--- config.mk ---
export PLATFORM = sky130hd
export DESIGN_NAME = mem_port_arbiter
export DESIGN_NICKNAME = d
export VERILOG_FILES = /design/src/rtl/mem_arb_pkg.sv /design/src/rtl/arb_starve_ctr.sv /design/src/rtl/mem_port_arbiter.sv
export SDC_FILE = /design/constraint.sdc
export NUM_CORES = 1
export LEC_CHECK = 0
export CAP_MARGIN = 10
export CORE_AREA = 2 2 75 77
export CTS_BUF_LIST = sky130_fd_sc_hd__clkbuf_4
export DETAILED_ROUTE_END_ITERATION = 7
export DIE_AREA = 0 0 77 79
export HOLD_SLACK_MARGIN = 0.03
export PLACE_DENSITY_LB_ADDON = 0.3
export SLEW_MARGIN = 20
export SYNTH_ARGS = -nofsm -noshare
export SYNTH_HDL_FRONTEND = slang
export SYNTH_SLANG_ARGS = --single-unit
export TNS_END_PERCENT = 5
--- constraint.sdc ---
create_clock -name clk -period 3.15 [get_ports clk]
set_input_delay 0.63 -clock clk [delete_from_list [all_inputs] [get_ports clk]]
set_output_delay 0.63 -clock clk [all_outputs]
set_load 0.03 [all_outputs]
--- src/rtl/mem_arb_pkg.sv ---
// rtl/mem_arb_pkg.sv - shared types and default widths for the RAM port arbiter
package mem_arb_pkg;

  localparam int DEF_ADDR_W     = 7;
  localparam int DEF_DATA_W     = 32;
  localparam int DEF_STARVE_MAX = 4;

  typedef enum logic [1:0] {
    BOOT,
    RUN,
    DRAIN,
    HALTED
  } arb_state_t;

  typedef enum logic [1:0] {
    OWN_NONE,
    OWN_IF,
    OWN_DATA
  } owner_t;

endpackage

--- src/rtl/arb_starve_ctr.sv ---
// rtl/arb_starve_ctr.sv - saturating count of consecutive denied fetch cycles
module arb_starve_ctr #(
  parameter int MAX = 4,
  localparam int W = $clog2(MAX + 1)
) (
  input  logic clk,
  input  logic rst,
  input  logic inc,
  input  logic clr,
  output logic sat
);

  logic [W-1:0] cnt_q;
  logic [W-1:0] cnt_d;

  always_comb begin
    cnt_d = cnt_q;
    if (clr) begin
      cnt_d = '0;
    end else if (inc && !sat) begin
      cnt_d = cnt_q + 1'b1;
    end
  end

  always_ff @(posedge clk) begin
    if (rst) begin
      cnt_q <= '0;
    end else begin
      cnt_q <= cnt_d;
    end
  end

  assign sat = (cnt_q == W'(MAX));

endmodule

--- src/rtl/mem_port_arbiter.sv ---
// rtl/mem_port_arbiter.sv - fetch/data arbiter for the shared single-port RAM
module mem_port_arbiter
  import mem_arb_pkg::*;
#(
  parameter int ADDR_W     = DEF_ADDR_W,
  parameter int DATA_W     = DEF_DATA_W,
  parameter int STARVE_MAX = DEF_STARVE_MAX
) (
  input  logic              clk,
  input  logic              rst,
  input  logic              halt_req,
  input  logic              if_req,
  input  logic [ADDR_W-1:0] if_addr,
  output logic              if_gnt,
  output logic              if_rvalid,
  output logic [DATA_W-1:0] if_rdata,
  input  logic              d_req,
  input  logic              d_we,
  input  logic [ADDR_W-1:0] d_addr,
  input  logic [DATA_W-1:0] d_wdata,
  output logic              d_gnt,
  output logic              d_rvalid,
  output logic [DATA_W-1:0] d_rdata,
  output logic [ADDR_W-1:0] ram_addr,
  output logic              ram_we,
  output logic [DATA_W-1:0] ram_wdata,
  input  logic [DATA_W-1:0] ram_rdata,
  output logic              stall_fetch,
  output logic              halted
);

  arb_state_t state_q, state_d;
  owner_t     owner_q, owner_d;
  logic       starve_sat;
  logic       d_wins;

  arb_starve_ctr #(
    .MAX(STARVE_MAX)
  ) u_starve (
    .clk(clk),
    .rst(rst),
    .inc(if_req & ~if_gnt),
    .clr(~if_req | if_gnt),
    .sat(starve_sat)
  );

  always_ff @(posedge clk) begin
    if (rst) begin
      state_q <= BOOT;
      owner_q <= OWN_NONE;
    end else begin
      state_q <= state_d;
      owner_q <= owner_d;
    end
  end

  always_comb begin
    state_d = state_q;
    case (state_q)
      BOOT:    state_d = halt_req ? DRAIN : RUN;
      RUN:     state_d = halt_req ? DRAIN : RUN;
      DRAIN:   state_d = HALTED;
      HALTED:  state_d = HALTED;
      default: state_d = BOOT;
    endcase
  end

  // Data only loses to fetch once fetch has been starved STARVE_MAX cycles.
  assign d_wins = d_req && (!starve_sat || !if_req);

  always_comb begin
    if_gnt      = 1'b0;
    d_gnt       = 1'b0;
    if (!rst && state_q == RUN) begin
      if (d_wins) begin
        d_gnt = 1'b1;
      end else if (if_req && !halt_req) begin
        if_gnt = 1'b1;
      end
    end

    owner_d = OWN_NONE;
    if (if_gnt) begin
      owner_d = OWN_IF;
    end else if (d_gnt && !d_we) begin
      owner_d = OWN_DATA;
    end

    ram_addr  = '0;
    ram_we    = 1'b0;
    ram_wdata = '0;
    if (if_gnt) begin
      ram_addr = if_addr;
    end else if (d_gnt) begin
      ram_addr = d_addr;
      if (d_we) begin
        ram_we    = 1'b1;
        ram_wdata = d_wdata;
      end
    end

    // Gating with rst drops a read return that was still in flight.
    if_rvalid   = !rst && owner_q == OWN_IF;
    d_rvalid    = !rst && owner_q == OWN_DATA;
    if_rdata    = if_rvalid ? ram_rdata : '0;
    d_rdata     = d_rvalid ? ram_rdata : '0;
    stall_fetch = !rst && if_req && !if_gnt;
    halted      = !rst && state_q == HALTED;
  end

endmodule
## Word-level counts from Yosys, hierarchy flattened

Index checks and enable logic that the tools add are counted.

- Flip-flop bits (word level): 7

- Eq/ne operators: 6
- Bitwise logic cells: 4
- Reduce and logical (&&, ||, !) cells: 22
- $add $sub $neg: 1
- Mux-type cells: 19

Operators with widths:

| kind | count |
|---|---|
| $mux W32 | 5 |
| $mux W7 | 2 |
| $logic_and A1 B1 Y1 | 10 |
| $mux W1 | 9 |
| $reduce_or A2 Y1 | 4 |
| $eq A2 B2 Y1 const B | 3 |
| $logic_not A1 Y1 | 6 |
| $eq A2 B1 Y1 const B | 2 |
| $mux W2 | 2 |
| $pmux W2 S2 | 1 |
| $add A3 B1 Y3 const B | 1 |
| $eq A3 B3 Y1 const B | 1 |
| $logic_not A2 Y1 | 1 |
| $not A1 Y1 | 2 |
| $and A1 B1 Y1 | 1 |
| $logic_or A1 B1 Y1 | 1 |
| $or A1 B1 Y1 | 1 |

## Depth between registers and ports, before layout

- Depth after elaboration: 9
- Gate-level depth with buffers: 7

## By module

From an unflattened synthesis, not the netlist that was laid out.

- Cells, all modules: 158
- Area total of the unflattened synthesis: 1108.6 um^2

Modules (own cells, without submodules):

| module | area an instance (um^2) | instances | cells an instance | seq. area each (um^2) |
|---|---|---|---|---|
| mem_port_arbiter | 920.9 | 1 | 140 | 80.1 |
| arb_starve_ctr | 187.7 | 1 | 18 | 60.1 |

## Worst setup path after synthesis

No wires, ideal clock.

- Path type: input port to output port
- Start point: input port rst
- End point: output port ram_addr[0]
- Path buffers: 2
- Stages on the path: 5
- Data required time: 2520 ps
- Setup slack: 401 ps
- Data arrival time: 2119 ps
- Cells stage by stage: buf_6 > or3b_4 > or3_1 > buf_6 > o31ai_2

- Word-level cells in the longest chain between the ends: 5
- Elaborated cells on any way between the ends: 6
- Classes of those cells: mux: 4; reduce/logical: 2

RTL lines:

| element | line | RTL |
|---|---|---|
| start, declared | mem_port_arbiter.sv:10 | `input logic rst,` |
| $logic_not A1 Y1 (*) | mem_port_arbiter.sv:74 | `if (!rst && state_q == RUN) begin` |
| $logic_and A1 B1 Y1 (*) | mem_port_arbiter.sv:74 |  |
| $mux W1 | mem_port_arbiter.sv:74 |  |
| $mux W7 | mem_port_arbiter.sv:94 | `end else if (d_gnt) begin` |
| $mux W7 (*) | mem_port_arbiter.sv:92 | `if (if_gnt) begin` |
| end, declared | mem_port_arbiter.sv:24 | `output logic [ADDR_W-1:0] ram_addr,` |

Mark *: on every way between the ends. The rest lies on a longest branch, timed or not.

## Final worst setup path

- Start point: input port rst
- End point: output port ram_addr[3]

The elaborated chain is that of the path after synthesis.

==> key figures <==
Worst setup path
  • R2R cell count: 6
  • Critical path capture point type: output pin
  • Crit path cell chain: clkdlybuf4s50_1, or3b_4, or3_1, o31ai_2, buf_4
  • CP Data Required Time: 2.52 ns
  • FF-to-FF Start: u_starve.cnt_q[0]
  • FF-to-FF setup slack: 1.60 ns
  • CP Max Fanout: 7
  • Cell family with most CP delay: simple AND/OR/NAND/NOR gates
  • Critical path class: input pin to output pin
  • CP peak stage delay: 0.49 ns
  • Bufs and invs on worst path: 2
  • Critical Path Source Type: input pin
  • Crit path depth: 5
  • Critical R2R Capture: owner_q[1]
  • Crit path DAT: 2.40 ns
  • Slowest cell on crit path: or3_1

Pwr
  • Worst vdd ir: 0.0901 mV
  • Leakage: 1.57 nW
  • PwrDens: 125 nW/um2

Route
  • DRT iter0 DRCs: 47
  • Final WL: 5.22 mm
  • Residual DRC count: 0
  • WL/cell: 12.1 um
  • DRT Pass-1 Iters: 4
  • Vias/cell: 4.35
  • Via count: 1883
  • Routed Antenna Nets: 0

Timing
  • Setup TNS: 0 ns
  • Hold slack: 0.517 ns
  • Clk_skew: 0.00640 ns
  • Hold Vio Cnt, Final: 0
  • Fin crit share: 96.2%
  • Slew HR: 74.9%
  • Worst-margin pin slew: 0.367 ns
  • Fmax: 330 MHz
  • Final min period: 3.03 ns
  • Final setup vio count: 0
  • RSZ-0062 raised after global routing: no
  • Final Max Tran Viols: 0

Hold path
  • Hold Startpoint: state_q[1]
  • Hold path cells: 2
  • Hold Path Class: register to register
  • Worst hold endpoint: state_q[0]

Place
  • Cell count after placement: 429
  • Dpl hpwl: 4.55 mm
  • Placer Congestion: 0.747
  • I/O Buffers: 193

Finish
  • Layout cells sized above 1: 34.3%
  • Non-filler instance count after layout: 433
  • Post-layout nets: 448
  • Commonest non-fill, non-tap cells in the layout: 106 x buf_4, 93 x clkdlybuf4s50_1, 66 x and2_1, 33 x and3_1, 11 x inv_1
  • # fillers: 516
  • Diode count: 0
  • Synth-to-layout area growth: 151%
  • Most common cell after layout, fill and taps aside: buf_4

GRT
  • Overall Global Routing Usage: 15.5%
  • Initial antenna violation count: 0
  • Vias in the first global route: 1797
  • First-pass GRT wire length: 7.96 mm
  • Total gr overflow: 0
  • Largest net degree at the start of global routing: 36

CTS
  • TritonCTS clock tree: built
  • Clock tree buffer depth: 2
  • Post-CTS repair timing setup buffer count: 0
  • TritonCTS buffer count: 3
  • Clock Root Buffer: clkbuf_4
  • CTS Sinks: 7
  • Reg clk slew, reported paths: 0.05 ns
  • # H-tree levels: 1
  • Clk Latency, worst-skew pair: 0.25 ns

Floorplanning
  • Core Area: 5340 um2
  • Starting Density: 22.7%
  • IO Pins: 194
  • Die H: 79 um
  • Die footprint: 6080 um2
  • Die Width: 77 um
  • # rows: 27

Logic synthesis
  • Yosys warns: 0
  • Seq cells post-synth: 7
  • Mapped Cells: 172
  • Post-synthesis cell area: 1210 um2
  • Synth top area share: 34.1%
  • Synth area leader: and2_1
  • Largest cells by area after synthesis: and2_1 34%, and3_1 17%, dfxtp_1 12%, o31ai_2 7.2%, clkbuf_1 3.7%
  • Mean post-synth cell area: 7.04 um2
  • Netlist cell types: 27
  • Sequential element share of the synthesized area: 11.6%
  • Total nets after synthesis: 258

Run status
  • Status: completed

Flow run
  • Max-Cap Viols: 0
==> report_power, final <==
group,internal [W],switching [W]
logic,0.000124,0.0000731
registers,0.0000923,0.00000320
clock network,0.0000568,0.0000310
==> synth_stat cells (all sizes together) <==
| master | instances |
|---|---|
| nor2 | 2 |
| ha | 2 |
| nand2 | 1 |
| a21oi | 1 |
| nor2b | 1 |
| inv | 11 |
| nand3b | 1 |
| and2 | 66 |
| buf | 5 |
| a2111oi | 2 |
| nand4 | 7 |
| nor4 | 3 |
| o31ai | 7 |
| nor3b | 4 |
| mux2i | 1 |
| dfxtp | 7 |
| clkbuf | 12 |
| o21ai | 1 |
| or3 | 1 |
| or3b | 1 |
| nor3 | 1 |
| xnor2 | 1 |
| and3 | 33 |
| nand3 | 1 |
==> worst reg2reg max path: cells and delay by family (launching register included) <==
kind | cells | cell delay (ns)
AND/OR/NAND/NOR | 3 | 0.70
flip-flops | 1 | 0.33
buffers and inverters | 2 | 0.22
adder cells (fa/ha/maj) | 1 | 0.18
==> worst max path at each step <==
stage	startpoint	endpoint	slack [ns]
6_report	rst	ram_addr[3]	0.12
5_1_grt	rst	ram_addr[5]	0.03
4_1_cts	rst	d_rdata[25]	0.07
3_5_place_dp	rst	stall_fetch	0.005
3_3_place_gp	rst	stall_fetch	0.04
2_1_floorplan	rst	ram_addr[0]	0.40
==> cells by family after synthesis <==
logic type	synth area share, %
simple gates	63.5
buf+inv	10.2
compound gates	11.1
flops	11.6
fa+ha+maj	2.07
xor+xnor	0.723
mux	0.826
==> area by class of cell <==
class / count / area, um2 / share of cell area [%]
multi-input cells: 137 / 963 / 31.7
well taps: 72 / 90.1 / 2.96
repair buffers: 202 / 1780 / 58.4
flip-flops and latches: 7 / 140 / 4.61
clock buffers: 4 / 30.0 / 0.988
inverters: 11 / 41.3 / 1.36
==> what timing repair did <==
item                                    CTS  global route
cloned                                    0             0
endpoints found under the setup margin    1             4
gates resized for setup                   1             1
hold buffers                              0             0
==> registers in the layout, indices dropped and copies added (netlist names) <==
signal	cells
owner_q	2
u_starve.cnt_q	3
state_q	2
==> per-stage QoR <==
| step | setup slack, ns | util [%] | total power (W) | area (um2) |
|---|---|---|---|---|
| final | 0.121 | 57.0 | 0.000380 | 3040 |
| after global routing | 0.0336 | 57.0 | 0.000406 | 3040 |
| after CTS | 0.0656 | 56.8 | 0.000386 | 3030 |
| after detailed placement | 0.00512 | 56.3 | 0.000295 | 3010 |
| after global placement | 0.0369 | 56.3 | 0.000292 | 3010 |
| after floorplan | 0.401 | - | 0.000161 | 1210 |
==> layer usage <==
metal	vias up	GRT usage (%)	routed length (um)
li1	959	-	-
met1	806	15.5	1870
met2	118	31.1	2730
met3	0	5.23	625
met4	0	3.21	0
met5	-	0	0
No activity file was read; power rests on OpenSTA's default activity.
